### config.mk
export PLATFORM = sky130hd
export DESIGN_NAME = sl_transmitter
export DESIGN_NICKNAME = d
export VERILOG_FILES = /design/src/rtl/sl_transmitter.sv
export SDC_FILE = /design/constraint.sdc
export NUM_CORES = 1
export LEC_CHECK = 0
export ABC_CLOCK_PERIOD_IN_PS = 3600
export BUFFER_PORTS_ARGS = -buffer_cell sky130_fd_sc_hd__clkbuf_2
export CORE_MARGIN = 3
export CORE_UTILIZATION = 25
export DETAILED_ROUTE_END_ITERATION = 16
export PLACE_DENSITY = 0.47
export SYNTH_ARGS = -nofsm -noshare
export SYNTH_HDL_FRONTEND = slang
export SYNTH_SLANG_ARGS = --single-unit
### constraint.sdc
create_clock -name clk -period 3.6 [get_ports clk]
set_input_delay 0.54 -clock clk [delete_from_list [all_inputs] [get_ports clk]]
set_output_delay 0.54 -clock clk [all_outputs]
set_load 0.01 [all_outputs]
### src/rtl/sl_transmitter.sv
// SL word transmitter: serialises a host word LSB-first with odd parity and a stop symbol
// onto the two-wire zeroes/ones link, sharing the receiver's config layout.
module sl_transmitter #(
   parameter int unsigned CONFIG_WIDTH = 16,
   parameter int unsigned STATUS_WIDTH = 16,
   parameter int unsigned LOW_CYCLES   = 16,
   parameter int unsigned HIGH_CYCLES  = 16,
   parameter int unsigned GAP_CYCLES   = 16
) (
   input  logic                    clk,
   input  logic                    rst_n,
   input  logic [31:0]             tx_data,
   input  logic                    tx_valid,
   output logic                    tx_ready,
   input  logic [CONFIG_WIDTH-1:0] wr_config_w,
   input  logic                    wr_enable,
   output logic [CONFIG_WIDTH-1:0] r_config_w,
   output logic [STATUS_WIDTH-1:0] status_w,
   output logic                    tx_done,
   output logic                    serial_line_zeroes,
   output logic                    serial_line_ones
);
   localparam int unsigned DATA_W  = 32;
   localparam int unsigned FRAME_W = DATA_W + 1;
   localparam int unsigned BIT_W   = 6;
   localparam int unsigned LH_MAX  = (LOW_CYCLES > HIGH_CYCLES) ? LOW_CYCLES : HIGH_CYCLES;
   localparam int unsigned MAX_CYC = (LH_MAX > GAP_CYCLES) ? LH_MAX : GAP_CYCLES;
   localparam int unsigned CYC_W   = (MAX_CYC > 1) ? $clog2(MAX_CYC) : 1;
   localparam logic [CONFIG_WIDTH-1:0] CFG_RESET = CONFIG_WIDTH'(16'h0010);

   typedef enum logic [2:0] {IDLE, BIT_LOW, BIT_HIGH, STOP_LOW, GAP} state_t;

   state_t                  state_q, state_d;
   logic [CYC_W-1:0]        cyc_q, cyc_d;
   logic [BIT_W-1:0]        bit_q, bit_d;
   logic [BIT_W-1:0]        bq_q, bq_d;
   logic [FRAME_W-1:0]      frame_q, frame_d;
   logic [CONFIG_WIDTH-1:0] cfg_q, cfg_d;
   logic                    busy_q, busy_d, done_q, done_d, err_q, err_d;
   logic                    tx_done_d, tx_ready_d, zeroes_d, ones_d;

   logic [BIT_W-1:0]        cfg_bq, wr_bq;
   logic                    cfg_pei, parity, wr_ok;
   logic [FRAME_W-1:0]      data_mask, data_ext, frame_load;

   assign cfg_bq  = cfg_q[6:1];
   assign cfg_pei = cfg_q[9];
   assign wr_bq   = wr_config_w[6:1];
   assign wr_ok   = (wr_bq >= BIT_W'(8)) && (wr_bq <= BIT_W'(32)) && !wr_bq[0];

   // Frame image: masked data bits with the parity bit placed just above the last data bit
   always_comb begin
      data_mask  = (FRAME_W'(1) << cfg_bq) - FRAME_W'(1);
      data_ext   = {1'b0, tx_data} & data_mask;
      parity     = ~(^data_ext) ^ cfg_pei;
      frame_load = data_ext | (FRAME_W'(parity) << cfg_bq);
   end

   always_ff @(posedge clk or negedge rst_n) begin
      if (!rst_n) begin
         state_q            <= IDLE;
         cyc_q              <= '0;
         bit_q              <= '0;
         bq_q               <= '0;
         frame_q            <= '0;
         cfg_q              <= CFG_RESET;
         busy_q             <= 1'b0;
         done_q             <= 1'b0;
         err_q              <= 1'b0;
         tx_done            <= 1'b0;
         tx_ready           <= 1'b1;
         serial_line_zeroes <= 1'b1;
         serial_line_ones   <= 1'b1;
      end else begin
         state_q            <= state_d;
         cyc_q              <= cyc_d;
         bit_q              <= bit_d;
         bq_q               <= bq_d;
         frame_q            <= frame_d;
         cfg_q              <= cfg_d;
         busy_q             <= busy_d;
         done_q             <= done_d;
         err_q              <= err_d;
         tx_done            <= tx_done_d;
         tx_ready           <= tx_ready_d;
         serial_line_zeroes <= zeroes_d;
         serial_line_ones   <= ones_d;
      end
   end

   always_comb begin
      state_d   = state_q;
      cyc_d     = cyc_q;
      bit_d     = bit_q;
      bq_d      = bq_q;
      frame_d   = frame_q;
      cfg_d     = cfg_q;
      busy_d    = busy_q;
      done_d    = done_q;
      err_d     = err_q;
      tx_done_d = 1'b0;
      zeroes_d  = 1'b1;
      ones_d    = 1'b1;

      case (state_q)
         IDLE: begin
            if (tx_valid) begin
               state_d = BIT_LOW;
               cyc_d   = '0;
               bit_d   = '0;
               bq_d    = cfg_bq;
               frame_d = frame_load;
               busy_d  = 1'b1;
               done_d  = 1'b0;
            end
         end
         BIT_LOW: begin
            if (cyc_q == CYC_W'(LOW_CYCLES - 1)) begin
               state_d = BIT_HIGH;
               cyc_d   = '0;
            end else begin
               cyc_d = cyc_q + CYC_W'(1);
            end
         end
         BIT_HIGH: begin
            if (cyc_q == CYC_W'(HIGH_CYCLES - 1)) begin
               cyc_d = '0;
               if (bit_q == bq_q) begin
                  state_d = STOP_LOW;
               end else begin
                  state_d = BIT_LOW;
                  bit_d   = bit_q + BIT_W'(1);
                  frame_d = frame_q >> 1;
               end
            end else begin
               cyc_d = cyc_q + CYC_W'(1);
            end
         end
         STOP_LOW: begin
            if (cyc_q == CYC_W'(LOW_CYCLES - 1)) begin
               state_d = GAP;
               cyc_d   = '0;
            end else begin
               cyc_d = cyc_q + CYC_W'(1);
            end
         end
         GAP: begin
            if (cyc_q == CYC_W'(GAP_CYCLES - 1)) begin
               state_d   = IDLE;
               cyc_d     = '0;
               tx_done_d = 1'b1;
               busy_d    = 1'b0;
               done_d    = 1'b1;
            end else begin
               cyc_d = cyc_q + CYC_W'(1);
            end
         end
         default: state_d = IDLE;
      endcase

      // Config writes only land between frames; an accept on the same edge keeps the old snapshot
      if (wr_enable) begin
         if ((state_q == IDLE) && wr_ok) begin
            cfg_d = wr_config_w;
            err_d = 1'b0;
         end else begin
            err_d = 1'b1;
         end
      end

      // Lines follow the next state so they come straight from flops
      case (state_d)
         BIT_LOW: begin
            zeroes_d = frame_d[0];
            ones_d   = ~frame_d[0];
         end
         STOP_LOW: begin
            zeroes_d = 1'b0;
            ones_d   = 1'b0;
         end
         default: ;
      endcase

      tx_ready_d = (state_d == IDLE);
   end

   assign r_config_w = cfg_q;
   assign status_w   = {(STATUS_WIDTH - 3)'(0), err_q, done_q, busy_q};

endmodule
# Word level (Yosys, flattened, before mapping)
# Cells that the tools add are included.
# word_totals
mem_count,0
ramBits,0
input_bits,52
register_bits,75
latch_bits,0
output_inout_bits,36
romBits,0
word_cells,83
# op_classes
n_mul,0
n_div,0
eq_ne,12
n_shift,2
n_addsub,3
mux,29
order_cmp,2
n_reduce_logical,16
bitwise_logic,5
# op_table
cell,n
$mux W33,3
$pmux W33 S2,1
$and A32 B33 Y33,1
$or A33 B33 Y33,1
$reduce_xor A33 Y1,1
$shl A1 B6 Y33,1
$shl A1 B6 Y33 const A,1
$sub A33 B2 Y33 const B,1
$mux W6,3
$mux W3,5
$pmux W3 S5,1
$pmux W6 S2,1
$eq A3 B2 Y1 const B,3
$mux W4,2
$ne A2 B2 Y1 const B,4
$pmux W1 S2,4
$pmux W4 S2,1
$mux W1,7
$add A6 B1 Y6 const B,1
$eq A3 B1 Y1 const B,2
$eq A6 B6 Y1,1
$ge A6 B4 Y1 const B,1
$le A6 B6 Y1 const B,1
$logic_not A3 Y1,2
13 further kinds,20

# Depth between registers and ports, before layout
# logic_depth
word_depth,12
mapped_depth,16
ltp_nobuf,13

# Worst setup path before layout
# Ideal clock, no wire load.
# synth_timing
kind,register to register
startpoint,"reg cfg_q[4], in the netlist r_config_w[4]"
endpoint,reg frame_q[11]
setup_slack_ns,-0.410
path_buffers,4
stages_incl_launch_ff,17
required_time_ns,3.474
setup_time_ns,0.126
period_less_slack_ns,4.010
arrival_ns,3.884
path_cell_list,dfstp_2 > buf_2 > buf_2 > nor4_2 > nand2_1 > ha_1 > clkbuf_1 > nor3_1 > mux2i_1 > nand2b_1 > a21boi_0 > xnor3_1 > xnor3_1 > xnor3_2 > and3_1 > buf_2 > a221o_1
# synth_via
elab_chain_cells,10
# synth_rtl
element,line_no,rtl
from (decl),38,"logic [CONFIG_WIDTH-1:0] cfg_q, cfg_d;"
from (signal assigned),80,cfg_q <= cfg_d;
$shl A1 B6 Y33,53,data_mask = (FRAME_W'(1) << cfg_bq) - FRAME_W'(1);
$sub A33 B2 Y33,53,
$and A32 B33 Y33,54,"data_ext = {1'b0, tx_data} & data_mask;"
$reduce_xor A33 Y1,55,parity = ~(^data_ext) ^ cfg_pei;
$not A1 Y1,55,
$xor A1 B1 Y1,55,
$shl A1 B6 Y33,56,frame_load = data_ext | (FRAME_W'(parity) << cfg_bq);
$or A33 B33 Y33 (*),56,
$mux W33 (*),107,if (tx_valid) begin
$pmux W33 S2 (*),105,case (state_q)
to (signal assigned),79,frame_q <= frame_d;
to (decl),37,"logic [FRAME_W-1:0] frame_q, frame_d;"
# Mark *: on every way between the ends. The rest lies on a longest branch, timed or not. The select of a mux whose other input is x is not followed.
# A chain may end at the register's enable or synchronous reset.

# Worst setup path after layout
# layout_timing
startpoint,"reg cfg_q[5], in the netlist r_config_w[5]"
endpoint,reg frame_q[15]
# Same word-level chain as after synthesis.

==> summary.md <==
| Metric | Value |
|---|---|
| Peak supply drop | `0.940 mV` |
| Die Width | `roughly 150 µm` |
| I/O Pins | `88` |
| Worst-path cell with the longest stage delay | `xnor3_2` |
| Drt initial violations | `262` |
| Status | `finished clean` |
| Gp weighted congestion | `roughly 0.90` |
| Crit path cell chain | `nor4_4, nand2_2, ha_4, inv_4, buf_6, a21oi_4, xnor2_2, nand2_1, xor3_1, xnor3_1, xnor3_2, and3_4, a221o_1` |
| Total Power | `6.65 mW` |
| Vias in the first global route | `approximately 4,500` |
| Clock Sinks | `75` |
| CP required | `around 3.8 ns` |
| CP max FO | `6` |
| Share of cells above drive strength 1 | `about 37%` |
| Relative slew slack | `35.6%` |
| Drt pass-1 iters | `5` |
| Die Y | `between 100 and 150 µm` |
| Area leader, netlist | `dfrtp_1` |
| Commonest cells post-synth | `71 x dfrtp_1, 60 x nand2_1, 45 x nor2_1` |
| Rows | `50` |
| Worst skew pair latency | `roughly 0.33 ns` |
| Max clock buf depth | `2` |
| Final Critical Period | `3.53 ns` |
| Via count | `4,551` |
| Area occupied by multi-input gates | `0.00300 mm²` |
| Top achievable clock speed | `~280 MHz` |
| Placed instance count | `881` |
| Pin count of the biggest net entering global routing | `between 70 and 80` |
| Hpwl dp | `12.2 mm` |
| Layout fillers | `1,957` |
| Initial Utilization | `25.7%` |
| Post-DR wirelength/cell | `18.0 µm` |
| Syn Area/Cell | `9.08 µm²` |
| Tcrit/Tclk final | `98.0%` |
| Fin cells | `roughly 910` |
| Diodes inserted | `0` |
| Max-slew violation count | `0` |
| Register area | `0.00189 mm²` |
| CP Capture Type | `flip-flop` |
| Detailed Route WL | `roughly 16 mm` |
| CORE AREA | `0.0189 mm²` |
| Global-route wire length before repair | `25.7 mm` |
| Lkg Pwr | `2.93 nW` |
| Antenna violations before repair | `0` |
| Ys Warns | `0` |
| Drc violations | `0` |
| Total global-route track usage | `~15%` |
| Pwr Density | `a little over 1000 mW/mm²` |
| Clk_skew | `roughly 0.0073 ns` |
| CTS Root Cell | `clkbuf_16` |
| CTS tree | `built` |
| Hold Path Class | `in -> async` |
| Most common cell in the netlist | `dfrtp_1` |
| Startpoint Class | `flip-flop` |
| Final Hold Fails | `0` |
| Clock slew at reported path FFs | `about 0.06 ns` |
| EDFF count, synth | `0` |
| Post-DR vias/cell | `about 5.0` |
| Top FF cell, synth | `dfrtp_1` |
| Number of library cell types mapped by synthesis | `68` |
| Synth top area share | `36.6%` |
| Setup-failing EPs final | `0` |
| H-tree levels | `3` |
| Worst endpoint data arrival time | `between 3 and 4 ns` |
| Main area contributors after synthesis | `dfrtp_1 37%, nand2_1 4.6%, o21ai_0 3.7%` |
| WS Path Type | `reg -> reg` |
| # port buffers | `74` |
| Total gr overflow | `0` |
| Syn-to-layout area delta | `33.2%` |
| Hold-fix buffers, CTS | `0` |
| Antenna Nets Post-Route | `0` |
| Final layout net count | `just under 700` |
| Register area share after synthesis | `between 30% and 40%` |
| Cell Area, Synth | `0.00486 mm²` |
| Slowest cell delay on critical path | `0.53 ns` |
| Synthesized flop and latch total | `75` |
| Measured slew at the worst slew-check pin | `a little under 1 ns` |
| Synthesized instance count | `535` |
| Die area | `between 0.02 and 0.025 mm²` |
| Final setup TNS | `0 ns` |
| CTS buffer count | `9` |
| Max cap viols | `0` |
| Share of flip-flops with an asynchronous set or reset | `100%` |
==> placed cells by master (no fill, tap or decap), types with 5 or more instances in the layout <==
cell	n
a31oi_1	5
a221o_1	5
and3_1	7
nor3_1	5
buf_6	7
dfrtp_1	67
nand3_1	13
o31ai_2	9
xor2_1	12
nor2_1	44
nand2b_1	6
o21a_1	5
buf_4	62
nand2_1	58
xnor2_1	15
nor2b_1	6
a21oi_1	12
a22o_1	6
xnor3_1	5
clkbuf_2	73
o21ai_1	5
conb_1	13
a22oi_1	5
inv_1	7
a221oi_1	11
o21ai_0	30
mux2_2	16
o31ai_1	8
clkbuf_16	9
==> area by class of cell <==
type | instances | share of cell area, %
clock buffers | 9 | 3.48
well taps | 260 | 5.03
repair buffers | 142 | 14.1
multi-input cells | 405 | 46.3
flip-flops and latches | 75 | 29.2
inverters | 8 | 0.503
clock inverters | 7 | 1.49
==> kinds of logic after synthesis <==
kind of cell             Yosys count  share of synthesized area (%)
AND/OR/NAND/NOR                  183                           18.5
AO/OA/AOI/OAI                    148                           21.4
flip-flops                        75                           38.7
buffers and inverters             67                           6.90
XOR/XNOR                          39                           9.22
multiplexers                      18                           4.12
adder cells (fa/ha/maj)            4                          0.979
other                              1                         0.0772
==> repair_timing <==
item | in CTS | in global routing
pin swaps | 8 | 23
endpoints found under the setup margin | 29 | 35
gates resized for setup | 17 | 56
setup buffers | 2 | 8
endpoints found under the hold margin | 0 | 0
==> routing by layer <==
layer | part of all wire [%] | routed length (µm) | track usage (%)
met1 | 44 | 7090 | 20.7
met2 | 47 | 7710 | 24.2
met3 | 6.4 | 1040 | 2.68
met4 | 2.8 | 459 | 4.80
met5 | 0 | 0 | 0
==> final timing paths <==
path                                 from        endpoint  cells past startpoint  slack (ns)
setup / recovery            r_config_w[5]     frame_q[15]                     13        0.07
hold / removal                      rst_n  r_config_w[14]                      1        0.36
setup reg to reg            r_config_w[5]     frame_q[15]                     13        0.07
hold reg to reg                    done_q          done_q                      2        0.48
max in group asynchronous           rst_n   r_config_w[3]                      1        2.59
min in group clk           wr_config_w[9]   r_config_w[9]                      2        0.43
==> power breakdown <==
| part | switching (mW) | total (mW) | internal, mW |
|---|---|---|---|
| clock | 0.368 | 0.980 | 0.612 |
| sequential | 0.284 | 1.47 | 1.19 |
| combinational | 2.23 | 4.20 | 1.98 |
==> critical path: cells and delay by family (launching register included) <==
| kind | cells | cell delay (ns) |
|---|---|---|
| buffers and inverters | 2 | 0.19 |
| AO/OA/AOI/OAI | 2 | 0.34 |
| AND/OR/NAND/NOR | 4 | 0.75 |
| XOR/XNOR | 4 | 1.46 |
| flip-flops | 1 | 0.44 |
| adder cells (fa/ha/maj) | 1 | 0.21 |
==> sequential cells by signal, indices dropped and copies added (netlist names) <==
signal / flops
frame_q: 33
r_config_w: 16
bit_q: 6
bq_q: 6
cyc_q: 4
state_q: 3
busy_q: 1
done_q: 1
err_q: 1
serial_line_ones: 1
serial_line_zeroes: 1
tx_done: 1
tx_ready: 1
==> metrics by stage <==
| stage | hold slack, ns | utilization [%] | setup slack [ns] | cell area (µm²) |
|---|---|---|---|---|
| after CTS | 0.395 | 32.7 | 0.00169 | 6170 |
| after global routing | 0.425 | 34.3 | -0.0361 | 6470 |
| after detailed placement | 0.469 | 30.5 | -0.141 | 5760 |
| final | 0.356 | 34.3 | 0.0724 | 6470 |
| after floorplan | 0.244 | - | -0.101 | 4940 |
| after global placement | 0.464 | 30.5 | -0.0740 | 5760 |
No activity file was read; power rests on OpenSTA's default activity.
